### config.mk
export PLATFORM = sky130hd
export DESIGN_NAME = onehot_encoder_pipe
export DESIGN_NICKNAME = d
export VERILOG_FILES = /design/src/rtl/onehot_enc_pkg.sv /design/src/rtl/onehot_enc_core.sv /design/src/rtl/onehot_encoder_pipe.sv
export SDC_FILE = /design/constraint.sdc
export NUM_CORES = 1
export LEC_CHECK = 0
export BUFFER_PORTS_ARGS = -buffer_cell sky130_fd_sc_hd__buf_4
export CORE_MARGIN = 1.5
export CORE_UTILIZATION = 45
export CTS_CLUSTER_SIZE = 12
export DETAILED_ROUTE_END_ITERATION = 6
export PLACE_DENSITY = 0.82
export SLEW_MARGIN = 40
export SYNTH_ARGS = -nofsm -noshare
export SYNTH_HDL_FRONTEND = slang
export SYNTH_SLANG_ARGS = --single-unit
export TNS_END_PERCENT = 100
### constraint.sdc
create_clock -name clk -period 3.5 [get_ports clk]
set_clock_uncertainty 0.15 [all_clocks]
set_input_delay 0.35 -clock clk [delete_from_list [all_inputs] [get_ports clk]]
set_output_delay 0.35 -clock clk [all_outputs]
set_load 0.01 [all_outputs]
### src/rtl/onehot_enc_pkg.sv
// Shared constants and types for the one-hot encoder pipeline.
// IN_W is the one-hot input width, OUT_W the encoded index width.
// occ_t tracks how many results the two-entry output buffer holds.
package onehot_enc_pkg;

  localparam int IN_W  = 16;
  localparam int OUT_W = 4;

  typedef enum logic [1:0] {
    EMPTY = 2'd0,
    ONE   = 2'd1,
    TWO   = 2'd2
  } occ_t;

endpackage

### src/rtl/onehot_enc_core.sv
// Combinational one-hot to binary encoder.
// The index is that of the lowest set bit, or 0 for an all-zero word.
// err flags any word that is not exactly one-hot (zero or multi-hot).
module onehot_enc_core
  import onehot_enc_pkg::*;
(
  input  logic [IN_W-1:0]  onehot,
  input  logic             unused_tie,
  output logic [OUT_W-1:0] index,
  output logic             err
);

  logic [IN_W-1:0] minus_one;

  // Scan from the top down so the lowest set bit is the last to win.
  // A word is one-hot exactly when it is non-zero and clearing its lowest set bit leaves zero.
  always_comb begin
    index     = '0;
    minus_one = onehot - IN_W'(1);
    for (int i = IN_W - 1; i >= 0; i--) begin
      if (onehot[i]) begin
        index = OUT_W'(i);
      end
    end
    err = (onehot == '0) || ((onehot & minus_one) != '0) || (unused_tie & 1'b0);
  end

endmodule

### src/rtl/onehot_encoder_pipe.sv
// One-hot encoder with a valid/ready handshake on both sides.
// Words are encoded on the way in and held in a 2-entry result FIFO,
// which gives one cycle of latency and full throughput with in_ready
// taken from registered occupancy only.
// Optional feature macro: ONEHOT_ENC_ERRCNT_EN enables the saturating
// count of accepted erroneous words; without it err_count is tied to 0.
module onehot_encoder_pipe
  import onehot_enc_pkg::*;
#(
  parameter int ERR_CNT_W = 8
) (
  input  logic                 clk,
  input  logic                 rst,
  input  logic [IN_W-1:0]      onehot_in,
  input  logic                 in_valid,
  output logic                 in_ready,
  output logic [OUT_W-1:0]     binary_out,
  output logic                 out_err,
  output logic                 out_valid,
  input  logic                 out_ready,
  output logic [ERR_CNT_W-1:0] err_count
);

  occ_t             state;
  logic [OUT_W-1:0] head_idx;
  logic             head_err;
  logic [OUT_W-1:0] tail_idx;
  logic             tail_err;
  logic [OUT_W-1:0] enc_idx;
  logic             enc_err;
  logic             push;
  logic             pop;

  onehot_enc_core u_core (
    .onehot     (onehot_in),
    .unused_tie (1'b0),
    .index      (enc_idx),
    .err        (enc_err)
  );

  assign in_ready   = (state != TWO) && !rst;
  assign out_valid  = (state != EMPTY);
  assign push       = in_valid && in_ready;
  assign pop        = out_valid && out_ready;
  assign binary_out = head_idx;
  assign out_err    = head_err;

  // Occupancy FSM and result storage: the head register always drives the outputs,
  // and it is left untouched when the buffer drains so stale results stay stable.
  always_ff @(posedge clk) begin
    if (rst) begin
      state    <= EMPTY;
      head_idx <= '0;
      head_err <= 1'b0;
      tail_idx <= '0;
      tail_err <= 1'b0;
    end else begin
      case (state)
        EMPTY: begin
          if (push) begin
            head_idx <= enc_idx;
            head_err <= enc_err;
            state    <= ONE;
          end
        end
        ONE: begin
          case ({push, pop})
            2'b11: begin
              head_idx <= enc_idx;
              head_err <= enc_err;
            end
            2'b10: begin
              tail_idx <= enc_idx;
              tail_err <= enc_err;
              state    <= TWO;
            end
            2'b01: begin
              state <= EMPTY;
            end
            default: begin
            end
          endcase
        end
        TWO: begin
          if (pop) begin
            head_idx <= tail_idx;
            head_err <= tail_err;
            state    <= ONE;
          end
        end
        default: begin
          state <= EMPTY;
        end
      endcase
    end
  end

`ifdef ONEHOT_ENC_ERRCNT_EN
  logic [ERR_CNT_W-1:0] err_cnt_q;

  // Count accepted erroneous words, sticking at all-ones instead of wrapping.
  always_ff @(posedge clk) begin
    if (rst) begin
      err_cnt_q <= '0;
    end else if (push && enc_err && (err_cnt_q != '1)) begin
      err_cnt_q <= err_cnt_q + ERR_CNT_W'(1);
    end
  end

  assign err_count = err_cnt_q;
`else
  assign err_count = '0;
`endif

endmodule

==> flow_metrics.py <==
metrics = {
    "setup_path": {
        "critPathSlowestCell": "nor2b_1",
        "cp_num_cells": 3,
        "worst_path_largest_cell_delay_ns": 0.60,
        "arrival_ns": 1.52,
        "setup.worst_path.end_class": "primary output",
        "r2r-end": "binary_out[0]",
        "path_buf_inv": 1,
        "worstPathCellList": "nor2b_1, nor2_1, buf_4",
        "timing.rr.start": "state[1]",
        "crit_start": "state[1]",
        "crit_end": "in_ready",
        "ff2ff_path_depth": 5,
        "worstPathMaxFanout": 10,
        "cp_data_required_time_ns": 3.00,
        "startpoint_type": "register",
        "worstSetupPathType": "register to primary output",
        "r2r_slack_ns": 1.52,
        "crit_family": "simple AND/OR/NAND/NOR gates",
    },
    "routing": {
        "wl_mm": 2.10,
        "dr.pass1.iters": 4,
        "drcViolationCount": 0,
        "vias": 1005,
        "ant_nets": 0,
        "vias_per_cell": 5.74,
        "drt_iter0_drc": 28,
        "wire_per_inst_um": 12.0,
    },
    "die": {
        "ioPinCount": 35,
        "floorplan.initialDensity": 0.476,
        "rows": 16,
        "die_area_mm2": 0.00236,
        "core_region_area_mm2": 0.00196,
        "fp.dieH_um": 48.6,
        "die_w_um": 48.6,
    },
    "logic_synthesis": {
        "yosysWarnings": 0,
        "async_reset_ff_frac": 0,
        "netlist_area_um2": 935,
        "avgSynthCellArea_um2": 7.60,
        "yosysUniqueCellTypes": 42,
        "synth-seq-cells": 12,
        "synth-edff-count": 0,
        "synth_area_leaders": "dfxtp_1 (26%), a21oi_1 (6.4%), buf_4 (6.4%), nor2_1 (6.4%), mux2i_1 (4.3%)",
        "post-synth-top-count-cell": "nor2_1",
        "yosysTopAreaCellShare": 0.257,
        "yosysSeqAreaShare": 0.257,
        "synth_ff_type": "dfxtp_1",
        "syn_inst": 123,
        "synthTopCellsByCount": "nor2_1 (16), a21oi_1 (12), dfxtp_1 (12), buf_4 (8)",
        "yosysTopAreaCell": "dfxtp_1",
    },
    "power_and_ir_drop": {
        "power_density_mw_per_mm2": 304,
        "p_leak_nw": 0.450,
        "total_power_mw": 0.350,
        "peakVddDrop_mv": 0.281,
        "clkPwrFrac": 0.315,
        "power.switching_mw": 0.101,
        "seq_power_share": 0.420,
        "share_comb_of_total_power": 0.265,
        "p_sw_frac": 0.289,
        "p_int_mw": 0.249,
    },
    "timing": {
        "fin_ws_ns": 1.48,
        "setup_violations": 0,
        "hold_violations": 0,
        "drv_slew": 0,
        "rsz0062_at_grt": "no",
        "tightest_slew_ns": 0.707,
        "timing.fmax_mhz": 495,
        "period_minus_slack_ns": 2.02,
        "fin_tns_setup_ns": 0,
        "max_slew_margin": 0.528,
        "finalCritPeriodShare": 0.577,
    },
    "global_route": {
        "antenna_found_initial": 0,
        "grt_pass1_vias": 847,
        "track_usage": 0.178,
        "grt.overflow.total": 0,
        "grt_pass1_wl_mm": 3.41,
        "grt_max_degree": 14,
    },
    "clocking": {
        "clkSinkCount": 12,
        "htree_num_levels": 1,
        "clockBufferDepth": 2,
        "cts_tree": "done",
        "cts_made_buffers": 3,
        "post_cts_resized": 0,
        "clockRootBuffer": "clkbuf_4",
        "clk_pin_slew_ns": 0.07,
        "hold_buffers": 0,
        "post_cts_buffers": 0,
        "clk_latency_ns": 0.27,
    },
    "layout": {
        "fill_cells": 188,
        "area_delta_synth_final_pct": 23.2,
        "drive_gt1_frac": 0.264,
        "num_antenna_cells": 0,
        "nets": 169,
        "final_core_util": 0.587,
    },
    "placement": {
        "numPortBuffers": 26,
        "gp_congestion": 0.875,
        "pre_cts_ws_ns": 1.34,
        "dp_hpwl_mm": 1.68,
    },
    "hold_path": {
        "min_path_type": "primary input to register",
    },
    "flow_run": {
        "cap_violations": 0,
    },
    "status": {
        "status": "finished, final reports clean",
    },
}
power by group through the flow:
stage	clock (mW)	sequential (mW)	combinational, mW
4_1_cts	0.112	0.147	0.0927
6_report	0.110	0.147	0.0928
3_3_place_gp	0	0.150	0.0901
5_1_grt	0.120	0.148	0.102
2_1_floorplan	0	0.152	0.0518
3_5_place_dp	0	0.150	0.0923
kinds of logic after synthesis:
kind of cell | count (synthesis) | synth area share
AO/OA/AOI/OAI | 36 | 0.277
other | 1 | 0.00401
flip-flops | 12 | 0.257
buffers and inverters | 17 | 0.100
AND/OR/NAND/NOR | 53 | 0.319
multiplexers | 4 | 0.0428
flip-flops by register name, summed over array words and instances (netlist names):
signal and flops:
tail_err 1, binary_out 4, state 2, out_err 1, tail_idx 4
final cells by class:
cell class                 count  area [µm²]  share of cell area
clock buffer                   4        36.3              0.0315
multi-input combinational    101         627               0.545
sequential                    12         240               0.209
timing repair buffer          26         195               0.170
tap                           27        33.8              0.0293
inverter                       5        18.8              0.0163
cells in the final DEF, fill, tap and decap left out, types with 2 or more instances in the layout:
cell type and n:
nand2_1 5, o41ai_1 2, nor3_1 5, nand3_1 2
nor4_2 2, nand2b_1 5, o21ai_0 3, or4_1 3
or3_1 2, a31oi_1 3, a211oi_1 3, conb_1 8
clkbuf_4 3, nor2_1 16, or2_2 2, a21oi_1 12
mux2i_1 4, nor2b_1 2, a222oi_1 2, dfxtp_1 12
buf_4 26, inv_1 5
routing by layer:
layer / vias to the layer above / wire (µm) / GRT usage
li1: 500 / - / -
met1: 467 / 920 / 0.216
met5: - / 0 / 0
met4: 0 / 14 / 0.0429
met3: 2 / 110 / 0.0432
met2: 36 / 1050 / 0.317
metrics by stage:
stage          instances  cell area [µm²]  hold WS (ns)
2_1_floorplan        130              961         0.279
3_3_place_gp         171             1110         0.312
3_5_place_dp         171             1110         0.323
4_1_cts              175             1150         0.141
5_1_grt              175             1150         0.140
6_report             175             1150         0.140
worst min path at each step:
stage / from / to / slack (ns) / cells past startpoint
final: out_ready / state[1] / 0.14 / 2
after global routing: out_ready / state[1] / 0.14 / 2
after CTS: out_ready / state[1] / 0.14 / 2
after detailed placement: tail_idx[1] / tail_idx[1] / 0.32 / 2
after global placement: tail_idx[1] / tail_idx[1] / 0.31 / 2
after floorplan: out_ready / state[1] / 0.28 / 1
Power figures use the tool's default switching activity.
